==> src/rtl/pipe_ctrl_pkg.sv <==
// Shared types for the pipeline latch sequencer: FSM states and the bundle of
// per-cycle enable/flush strobes, plus the canned strobe patterns it emits.
package pipe_ctrl_pkg;

    localparam int REG_W_DEF = 5;

    typedef logic [REG_W_DEF-1:0] regbits_t;

    typedef enum logic [1:0] {
        RUN     = 2'd0,
        MEMWAIT = 2'd1,
        DRAIN   = 2'd2,
        HALTED  = 2'd3
    } state_t;

    typedef struct packed {
        logic pc_en;
        logic fetch_en;
        logic decode_en;
        logic exec_en;
        logic mem_en;
        logic fetch_flush;
        logic decode_flush;
    } ctrl_t;

    // Field order: pc, fetch, decode, exec, mem, fetch_flush, decode_flush
    localparam ctrl_t CTRL_HOLD    = 7'b000_0000;
    localparam ctrl_t CTRL_RUN     = 7'b111_1100;
    localparam ctrl_t CTRL_BRANCH  = 7'b111_1111;
    localparam ctrl_t CTRL_SQUASH  = 7'b011_1111;
    localparam ctrl_t CTRL_LOADUSE = 7'b001_1101;
    localparam ctrl_t CTRL_FMISS   = 7'b011_1110;

    // A cycle is a stall cycle when the PC holds or any bubble is inserted.
    function automatic logic is_stall(input ctrl_t c);
        return !c.pc_en || c.fetch_flush || c.decode_flush;
    endfunction

endpackage

==> src/rtl/hazard_detect.sv <==
// Load-use hazard compare between the load in ID/EX and the instruction in IF/ID.
module hazard_detect #(
    parameter int REG_W = 5
) (
    input  logic [REG_W-1:0] id_rs,
    input  logic [REG_W-1:0] id_rt,
    input  logic             id_uses_rt,
    input  logic             ex_dREN,
    input  logic [REG_W-1:0] ex_wsel,
    output logic             hazard
);

    // Register 0 is hardwired, so a load targeting it never creates a dependency.
    assign hazard = ex_dREN && (ex_wsel != '0) &&
                    ((ex_wsel == id_rs) || (id_uses_rt && (ex_wsel == id_rt)));

endmodule

==> src/rtl/pipeline_ctrl.sv <==
// Pipeline latch sequencer: per-latch enables/flushes, halt drain and a
// saturating stall-cycle counter.
module pipeline_ctrl
    import pipe_ctrl_pkg::*;
#(
    parameter int REG_W      = 5,
    parameter int HALT_DRAIN = 2,
    parameter int CNT_W      = 32
) (
    input  logic             CLK,
    input  logic             nRST,
    input  logic             ihit,
    input  logic             dhit,
    input  logic [REG_W-1:0] id_rs,
    input  logic [REG_W-1:0] id_rt,
    input  logic             id_uses_rt,
    input  logic             ex_dREN,
    input  logic [REG_W-1:0] ex_wsel,
    input  logic             mem_dREN,
    input  logic             mem_dWEN,
    input  logic             branch_taken,
    input  logic             mem_halt,
    output logic             pc_en,
    output logic             fetch_en,
    output logic             decode_en,
    output logic             exec_en,
    output logic             mem_en,
    output logic             fetch_flush,
    output logic             decode_flush,
    output logic             halt,
    output logic [CNT_W-1:0] stall_cnt
);

    localparam logic [3:0] DRAIN_LOAD = 4'(HALT_DRAIN - 1);

    state_t           state_q, state_d;
    logic [3:0]       drain_q, drain_d;
    logic             halt_q;
    logic [CNT_W-1:0] stall_q;

    logic  hazard;
    logic  mem_stall;
    ctrl_t run_ctrl;
    ctrl_t ctrl;

    hazard_detect #(.REG_W(REG_W)) u_hazard (
        .id_rs      (id_rs),
        .id_rt      (id_rt),
        .id_uses_rt (id_uses_rt),
        .ex_dREN    (ex_dREN),
        .ex_wsel    (ex_wsel),
        .hazard     (hazard)
    );

    assign mem_stall = (mem_dREN || mem_dWEN) && !dhit;

    // Branch outranks load-use: the dependent instruction is being squashed anyway.
    always_comb begin
        if (branch_taken)
            run_ctrl = CTRL_BRANCH;
        else if (hazard)
            run_ctrl = CTRL_LOADUSE;
        else if (!ihit)
            run_ctrl = CTRL_FMISS;
        else
            run_ctrl = CTRL_RUN;
    end

    always_comb begin
        ctrl    = CTRL_HOLD;
        state_d = state_q;
        drain_d = drain_q;
        unique case (state_q)
            RUN: begin
                if (mem_stall) begin
                    state_d = MEMWAIT;
                end else if (mem_halt) begin
                    ctrl    = CTRL_SQUASH;
                    state_d = DRAIN;
                    drain_d = DRAIN_LOAD;
                end else begin
                    ctrl = run_ctrl;
                end
            end
            MEMWAIT: begin
                if (dhit) begin
                    ctrl    = run_ctrl;
                    state_d = RUN;
                end
            end
            DRAIN: begin
                ctrl    = CTRL_SQUASH;
                drain_d = (drain_q == 4'd0) ? 4'd0 : drain_q - 4'd1;
                if (drain_q <= 4'd1)
                    state_d = HALTED;
            end
            HALTED: begin
                ctrl = CTRL_HOLD;
            end
        endcase
        if (!nRST)
            ctrl = CTRL_HOLD;
    end

    always_ff @(posedge CLK or negedge nRST) begin
        if (!nRST) begin
            state_q <= RUN;
            drain_q <= 4'd0;
            halt_q  <= 1'b0;
            stall_q <= '0;
        end else begin
            state_q <= state_d;
            drain_q <= drain_d;
            if (state_d == HALTED)
                halt_q <= 1'b1;
            if ((state_q == RUN || state_q == MEMWAIT) && is_stall(ctrl) && (stall_q != '1))
                stall_q <= stall_q + CNT_W'(1);
        end
    end

    assign pc_en        = ctrl.pc_en;
    assign fetch_en     = ctrl.fetch_en;
    assign decode_en    = ctrl.decode_en;
    assign exec_en      = ctrl.exec_en;
    assign mem_en       = ctrl.mem_en;
    assign fetch_flush  = ctrl.fetch_flush;
    assign decode_flush = ctrl.decode_flush;
    assign halt         = halt_q;
    assign stall_cnt    = stall_q;

endmodule
==> config.mk <==
export PLATFORM = sky130hd
export DESIGN_NAME = pipeline_ctrl
export DESIGN_NICKNAME = d
export VERILOG_FILES = /design/src/rtl/pipe_ctrl_pkg.sv /design/src/rtl/hazard_detect.sv /design/src/rtl/pipeline_ctrl.sv
export SDC_FILE = /design/constraint.sdc
export NUM_CORES = 1
export LEC_CHECK = 0
export CAP_MARGIN = 20
export CORE_ASPECT_RATIO = 0.9
export CORE_MARGIN = 3
export CORE_UTILIZATION = 40
export DETAILED_ROUTE_END_ITERATION = 7
export PLACE_DENSITY = 0.72
export REMOVE_ABC_BUFFERS = 1
export SYNTH_ARGS = -nofsm -noshare
export SYNTH_HDL_FRONTEND = slang
export SYNTH_SLANG_ARGS = --single-unit
==> constraint.sdc <==
create_clock -name CLK -period 4.1 [get_ports CLK]
set_input_delay 0.82 -clock CLK [delete_from_list [all_inputs] [get_ports CLK]]
set_output_delay 0.82 -clock CLK [all_outputs]
set_load 0.1 [all_outputs]
==> results.json, run 1 <==
{
  "hold_viol": 0,
  "pwr_density_cell_nw_per_um2": 228,
  "synth_top_area_frac": 0.431,
  "synth-edff-count": 0,
  "maxSlewViolCount": 0,
  "clk_latency_ns": 0.29,
  "yosys.area_share.xor_xnor": 0.159,
  "die_area_um2": 6600,
  "whs_ns": 0.321,
  "status": "finished, final reports clean",
  "diodes": 0,
  "drt-initial-drc-count": 93,
  "firstDrtPassIters": 5,
  "skew_ns": 0.00732,
  "via_per_inst": 5.37,
  "cap_violations": 0,
  "ctsHoldBuffers": 0,
  "slowest_stage": "clkdlybuf4s50_1",
  "gr-usage-all-layers": 0.162,
  "port-buffer-count": 64,
  "clockBufferDepth": 2,
  "num_vias": 1932,
  "overflow": 0,
  "synth_area_um2": 2260,
  "grt_max_degree": 39,
  "die_w_um": 85.3,
  "required_ns": 3.28,
  "drc": 0,
  "wl_per_cell_um": 13.9,
  "fmax_ghz": 0.300,
  "final_core_util": 0.567,
  "cts_htree_levels": 2,
  "postCtsSetupBuffers": 0,
  "cts-resized-gates": 0,
  "tightestPinTransition_ns": 0.992,
  "synth_area_per_cell_um2": 9.88,
  "end_kind": "output pin",
  "path_cells": "clkdlybuf4s50_1 > xnor2_1 > nand3_1 > o22ai_2 > nand3_1 > a21oi_1 > buf_12",
  "seq_area_frac_synth": 0.431,
  "antenna_found_initial": 0,
  "slew-limit-headroom": 0.336,
  "area_growth_pct": 33.9,
  "grt_pass1_vias": 1943,
  "arrival_ns": 2.51,
  "period_share": 0.813,
  "synth_top_family_by_area": "simple AND/OR/NAND/NOR gates",
  "design.core.area_um2": 5350,
  "crit_type": "in -> out",
  "ios": 65,
  "synth_compound_area_frac": 0.0752,
  "tns_ns": 0,
  "synthSimpleGateAreaFrac": 0.296,
  "ys_top_cells_by_area": "dfrtp_1, xnor2_1, nand3_1",
  "nets": 319,
  "cts_tree": "done",
  "crit_top_cell": "nand3_1",
  "gp_congestion": 0.757,
  "totalWireLength_um": 5000,
  "synth_ff_type": "dfrtp_1",
  "hold_path_class": "in -> async",
  "synth_cell_types": 46,
  "n_fill_cell": 491,
  "crit_path_start_kind": "input port",
  "dieHeight_um": 77.4,
  "ant_nets": 0,
  "ir_drop_mv": 0.104,
  "grt_pass1_wl_um": 8760,
  "muxShareOfSynthArea": 0.00498,
  "synth_top_cell_by_area": "dfrtp_1",
  "synthArstFlopShare": 1.00,
  "path_clk_slew_ns": 0.06,
  "yosys_warnings": 0,
  "initial_utilization": 0.423,
  "p_leak_uw": 0.00121,
  "rsz0062_at_grt": "false",
  "synthAdderAreaFrac": 0.00553,
  "root_buffer": "clkbuf_8",
  "final_layout_size_suffix_gt1_frac": 0.109,
  "cp_max_fo": 4,
  "ys_seq_elements": 39,
  "dp_hpwl_um": 3730,
  "rows": 25,
  "cts_inserted_buffers": 5,
  "min_period_ns": 3.33,
  "cts_sinks": 39,
  "synth_cells": 229,
  "max_stage_delay_ns": 0.54,
  "final-setup-viol-count": 0
}
metal layers:
metal | up-vias | global-route usage | wire (um)
li1 | 949 | - | -
met1 | 911 | 0.203 | 2230
met2 | 65 | 0.252 | 2270
met3 | 7 | 0.0594 | 432
met4 | 0 | 0.0696 | 65
met5 | - | 0 | 0
cell type report:
type	count	area [um^2]	share of cell area
clock inverters	1	5.00	0.00165
multi-input cells	177	1220	0.403
well taps	67	83.8	0.0277
clock buffers	6	82.6	0.0273
flip-flops and latches	39	976	0.322
inverters	4	15.0	0.00495
repair buffers	66	646	0.213
through the flow:
| step | power [uW] | setup WS (ns) | instances | cell area (um^2) |
|---|---|---|---|---|
| after floorplan | 407 | 0.303 | 220 | 2210 |
| after global placement | 443 | 0.782 | 353 | 2940 |
| after detailed placement | 444 | 0.755 | 353 | 2940 |
| after CTS | 702 | 0.739 | 360 | 3030 |
| after global routing | 721 | 0.670 | 360 | 3030 |
| final | 692 | 0.766 | 360 | 3030 |
cell usage after synthesis (2+ instances only):
library cell   n
buf_2          4
inv_1          4
nor3_2         2
or4_1          2
nand2b_1       3
and4_1         3
nand2_1       22
buf_1          2
and2_1         2
o21ai_0        5
nand4b_1       3
nor3_1         4
nor2_1        11
nor4_1         5
xnor2_1       39
nand3_1       20
a31o_1         2
xor2_1         2
a21oi_1        7
and3_1        13
buf_4          3
nand4_1        8
nor4b_2        2
dfrtp_1       39
worst paths after layout:
kind	from	endpoint	slack [ns]	cells past startpoint
max in group asynchronous	nRST	drain_q[3]	3.14	2
min reg2reg	halt	halt	0.46	1
max	ex_wsel[1]	decode_flush	0.77	7
max reg2reg	state_q[1]	stall_cnt[26]	1.75	6
min in group CLK	halt	halt	0.46	1
min	nRST	halt	0.32	1
logic make-up (layout without fill, tap and decap cells):
family | Yosys count | in the layout
fa+ha+maj | 1 | 1
simple gates | 110 | 110
mux | 1 | 1
xor+xnor | 41 | 41
flops | 39 | 39
buf+inv | 13 | 77
compound gates | 24 | 24
worst max-delay path: cells and delay by family:
kind	cells	cell delay [ns]
buffers and inverters	2	0.75
AOI/OAI and AO/OA	2	0.51
and+or+nand+nor	2	0.28
xor gates and xnor gates	1	0.14
power breakdown:
| group | internal [uW] | total (uW) | switching [uW] |
|---|---|---|---|
| clock network | 132 | 257 | 125 |
| registers | 384 | 384 | 0 |
| logic | 29.2 | 50.5 | 21.4 |
sequential cells by signal, indices dropped and copies added, names as in the netlist:
register,flops
drain_q,4
state_q,2
stall_cnt,32
halt,1
placed cells by master (no fill, tap or decap), drive strengths merged, types with 2 or more instances in the layout:
cell type	instances
nor4	6
a31o	2
nand2	23
nand3	20
nor2	12
o21ai	5
and3	14
nand4	9
nand2b	3
and2	2
inv	4
clkdlybuf4s50	56
and4	4
nand4b	3
nor3	7
xnor2	39
nor4b	2
xor2	2
clkbuf	6
a21oi	7
buf	10
or4	3
dfrtp	39
Note: power is estimated with default switching activity, not from simulation.
==> inputs of run 2 (changes only) <==
==> constraint.sdc (replaced) <==
create_clock -name CLK -period 3.14 [get_ports CLK]
set_input_delay 0.628 -clock CLK [delete_from_list [all_inputs] [get_ports CLK]]
set_output_delay 0.628 -clock CLK [all_outputs]
set_load 0.1 [all_outputs]
==> run 2 against run 1 <==
Against the previous run: register-to-register slack got worse by 0.80 ns; final cell count increased by 0.83%; global-route usage decreased by 0.081 points; die area unchanged; count of clock-buffer cells in the layout up 2; wire length is 1.9% higher; sequential power is 31% higher; sequential cell count unchanged; non-clock buffer count rose by 2.
==> results.json, run 2 (same netlist as run 1, synthesis figures left out) <==
{
  "ant_nets": 0,
  "fmax_ghz": 0.336,
  "root_buffer": "clkbuf_8",
  "multi_input_area_um2": 1220,
  "drc": 0,
  "cp_max_fo": 4,
  "firstDrtPassIters": 4,
  "path_cells": "clkdlybuf4s50_1 > xnor2_1 > nand3_1 > o22ai_2 > nand3_1 > a21oi_1 > buf_12",
  "final-setup-viol-count": 0,
  "layout_common_cells": "xnor2_1, dfrtp_1, buf_4",
  "stdcell_count": 363,
  "maxSlewViolCount": 0,
  "gr-usage-all-layers": 0.162,
  "regArea_um2": 976,
  "end_kind": "output pin",
  "ir_drop_mv": 0.159,
  "rows": 25,
  "dp_hpwl_um": 3900,
  "crit_top_cell": "nand3_1",
  "crit_path_start_kind": "input port",
  "overflow": 0,
  "path_clk_slew_ns": 0.07,
  "largest_register_ffs": 32,
  "clk_latency_ns": 0.29,
  "skew_ns": 0.00558,
  "gp_congestion": 0.794,
  "final_cell_area_um2": 3050,
  "die_area_um2": 6600,
  "cts_htree_levels": 2,
  "cts_inserted_buffers": 5,
  "crit_type": "in -> out",
  "tightestPinTransition_ns": 0.645,
  "n_fill_cell": 493,
  "cap_violations": 0,
  "initial_utilization": 0.423,
  "ctsHoldBuffers": 0,
  "placed_cell_area_um2": 2950,
  "slew-limit-headroom": 0.570,
  "required_ns": 2.51,
  "rrSetupSlack_ns": 0.95,
  "max_stage_delay_ns": 0.54,
  "grt_pass1_vias": 1821,
  "pwr_density_cell_nw_per_um2": 309,
  "hold_viol": 0,
  "totalWireLength_um": 5090,
  "cts_sinks": 39,
  "rsz0062_at_grt": "false",
  "period_share": 0.948,
  "num_vias": 1939,
  "p_leak_uw": 0.00130,
  "grt_max_degree": 27,
  "die_w_um": 85.3,
  "min_period_ns": 2.98,
  "arrival_ns": 2.35,
  "antenna_found_initial": 0,
  "hold_path_class": "in -> async",
  "r2r-start": "state_q[1]",
  "grt_pass1_wl_um": 8620,
  "wl_per_cell_um": 14.0,
  "via_per_inst": 5.34,
  "cts_tree": "done",
  "area_growth_pct": 34.8,
  "status": "finished, final reports clean",
  "design.core.area_um2": 5350,
  "slowest_stage": "clkdlybuf4s50_1",
  "clockBufferDepth": 2,
  "ios": 65,
  "diodes": 0,
  "nets": 321,
  "cts-resized-gates": 0,
  "dp_cells": 355,
  "dieHeight_um": 77.4,
  "port-buffer-count": 64,
  "postCtsSetupBuffers": 0,
  "reg2regPathDepth": 6,
  "r2r-end": "stall_cnt[1]",
  "drt-initial-drc-count": 81,
  "final_layout_size_suffix_gt1_frac": 0.226
}
[run 2: cell type report]
| cell class | count | area share |
|---|---|---|
| clock buffers | 8 | 0.0328 |
| inverters | 4 | 0.00492 |
| multi-input cells | 177 | 0.401 |
| flip-flops and latches | 39 | 0.320 |
| well taps | 67 | 0.0275 |
| repair buffers | 68 | 0.214 |
[run 2: worst max-delay path, delay by kind of cell]
family / cells / cell delay [ns]
buffers and inverters: 2 / 0.76
AO/OA/AOI/OAI: 2 / 0.53
AND/OR/NAND/NOR: 2 / 0.29
XOR/XNOR: 1 / 0.14
[run 2: metrics by stage]
stage | power, uW | setup TNS [ns] | hold slack (ns) | setup WS, ns | utilization
floorplan | 531 | -1.22 | 0.332 | -0.273 | -
global placement | 579 | 0 | 0.444 | 0.207 | 0.552
detailed placement | 580 | 0 | 0.451 | 0.151 | 0.552
CTS | 955 | 0 | 0.333 | 0.135 | 0.570
global route | 977 | 0 | 0.362 | 0.0124 | 0.570
finish | 942 | 0 | 0.329 | 0.162 | 0.570
[run 2: layer usage]
metal	vias to the layer above	routed length, um	global-route usage
met5	-	0	0
met2	66	2330	0.245
met3	6	390	0.0467
met4	0	65	0.0665
met1	917	2310	0.215
li1	950	-	-
[run 2: worst max-delay path by stage]
| stage | startpoint | to |
|---|---|---|
| floorplan | mem_dWEN | decode_en |
| global placement | ex_wsel[1] | decode_flush |
| detailed placement | ex_wsel[1] | decode_flush |
| CTS | ex_wsel[1] | decode_flush |
| global route | ex_wsel[1] | decode_flush |
| finish | ex_wsel[1] | decode_flush |
[run 2: power by group]
part           switching (uW)  total (uW)  internal (uW)
clock network             173         373            200
logic                    28.3        67.2           38.9
registers                   0         502            502
total                     201         942            741
==> inputs of run 3 (changes only) <==
--- a/config.mk
+++ b/config.mk
@@ -5,8 +5,7 @@
 export SDC_FILE = /design/constraint.sdc
 export NUM_CORES = 1
 export LEC_CHECK = 0
-export CAP_MARGIN = 20
-export CORE_ASPECT_RATIO = 0.9
+export CORE_ASPECT_RATIO = 1.4
 export CORE_MARGIN = 3
 export CORE_UTILIZATION = 40
 export DETAILED_ROUTE_END_ITERATION = 7
==> run 3 against run 2 <==
Against the previous run: non-clock buffer count fell by 1; combinational power fell by 1%; global-route usage barely moved; design area grew 0.12%; critical path depth is the same; count of clock-buffer cells in the layout decreased by 3; via count fell by 0.98%; setup slack improved by 0.041 ns.
==> results.json, run 3 (same netlist as run 1, synthesis figures left out) <==
{
  "layout_common_cells": "xnor2_1, dfrtp_1, buf_4",
  "overflow": 0,
  "crit_type": "in -> out",
  "dp_cells": 353,
  "area_growth_pct": 34.9,
  "cts-resized-gates": 0,
  "drc": 0,
  "p_comb_frac": 0.067,
  "wl_per_cell_um": 14.4,
  "path_cells": "clkdlybuf4s50_1 > xnor2_1 > nand3_1 > o22ai_2 > nand3_1 > a21oi_1 > buf_12",
  "root_buffer": "clkbuf_8",
  "status": "finished, final reports clean",
  "final-setup-viol-count": 0,
  "totalWireLength_um": 5180,
  "pwr_density_cell_nw_per_um2": 324,
  "max_stage_delay_ns": 0.54,
  "cap_violations": 0,
  "report.power.total_uw": 988,
  "end_kind": "output pin",
  "cts_tree": "done",
  "slew-limit-headroom": 0.645,
  "min_period_ns": 2.94,
  "whs_ns": 0.414,
  "arrival_ns": 2.31,
  "crit_top_cell": "nand3_1",
  "via_per_inst": 5.32,
  "dp_hpwl_um": 3920,
  "cp_top_family": "buffers and inverters",
  "firstDrtPassIters": 4,
  "cts_htree_levels": 2,
  "die_area_um2": 6610,
  "maxSlewViolCount": 0,
  "clockBufferDepth": 2,
  "die_w_um": 69.6,
  "diodes": 0,
  "antenna_found_initial": 0,
  "cts_sinks": 39,
  "crit_path_start_kind": "input port",
  "intPower_uw": 776,
  "hold_viol": 0,
  "rows": 31,
  "cts_inserted_buffers": 5,
  "nets": 320,
  "tightestPinTransition_ns": 0.532,
  "grt_pass1_vias": 1924,
  "largest_register_ffs": 32,
  "p_leak_uw": 0.00130,
  "ctsHoldBuffers": 0,
  "worst-path-buf-inv": 2,
  "netSwitchingPower_uw": 212,
  "drt-initial-drc-count": 65,
  "period_share": 0.935,
  "grt_pass1_wl_um": 8740,
  "clkPwrFrac": 0.425,
  "path_clk_slew_ns": 0.08,
  "gr-usage-all-layers": 0.162,
  "slowest_stage": "clkdlybuf4s50_1",
  "ir_drop_mv": 0.184,
  "fmax_ghz": 0.341,
  "final_core_util": 0.575,
  "cp_max_fo": 4,
  "initial_utilization": 0.426,
  "grt_max_degree": 40,
  "power.share.sequential": 0.508,
  "num_vias": 1920,
  "port-buffer-count": 64,
  "clk_latency_ns": 0.29,
  "placed_cell_area_um2": 2940,
  "ant_nets": 0,
  "design.core.area_um2": 5310,
  "p_sw_frac": 0.214,
  "ios": 65,
  "required_ns": 2.51,
  "stdcell_count": 361,
  "postCtsSetupBuffers": 0,
  "final_cell_area_um2": 3050,
  "gp_congestion": 0.760,
  "dieHeight_um": 95.0,
  "final_layout_size_suffix_gt1_frac": 0.227,
  "skew_ns": 0.0112,
  "rsz0062_at_grt": "false",
  "hold_path_class": "in -> async"
}
## run 3: worst reg2reg max path: stages (launching register included)
cell and delay [ns]:
dfrtp_1 0.47, and4_4 0.28, and4_1 0.28, and4_1 0.57, nor3_2 0.12, mux2_1 0.32
## run 3: metrics by stage
step / setup slack (ns) / TNS [ns]
after floorplan: -0.273 / -1.22
after global placement: 0.209 / 0
after detailed placement: 0.199 / 0
after CTS: 0.194 / 0
after global routing: 0.0835 / 0
final: 0.203 / 0
## run 3: final cells by class
| cell class | instances | area (um^2) |
|---|---|---|
| fill | 468 | 2260 |
| multi-input combinational | 177 | 1220 |
| sequential | 39 | 976 |
| timing repair buffer | 67 | 646 |
| tap | 66 | 82.6 |
| clock buffer | 5 | 68.8 |
| clock inverter | 3 | 43.8 |
| inverter | 4 | 15.0 |
## run 3: power groups by stage
stage / sequential (uW) / combinational (uW) / clock, uW
2_1_floorplan: 512 / 18.9 / 0
3_3_place_gp: 512 / 66.8 / 0
3_5_place_dp: 512 / 67.7 / 0
4_1_cts: 502 / 67.7 / 429
5_1_grt: 502 / 72.7 / 450
6_report: 502 / 66.4 / 420
## run 3: final timing paths
check	slack (ns)	endpoint	depth (start not counted)	start
max reg2reg	0.99	stall_cnt[1]	5	stall_cnt[6]
min reg2reg	0.46	halt	1	halt
min	0.41	stall_cnt[8]	2	nRST
min in group CLK	0.46	halt	1	halt
max in group asynchronous	2.39	stall_cnt[18]	2	nRST
max	0.20	decode_flush	7	ex_wsel[1]
## run 3: metal layers
layer,routed length [um],GRT usage,up-vias
met4,48,0.0489,0
met2,2780,0.294,39
li1,-,-,946
met5,0,0,-
met1,2100,0.191,929
met3,250,0.0351,6
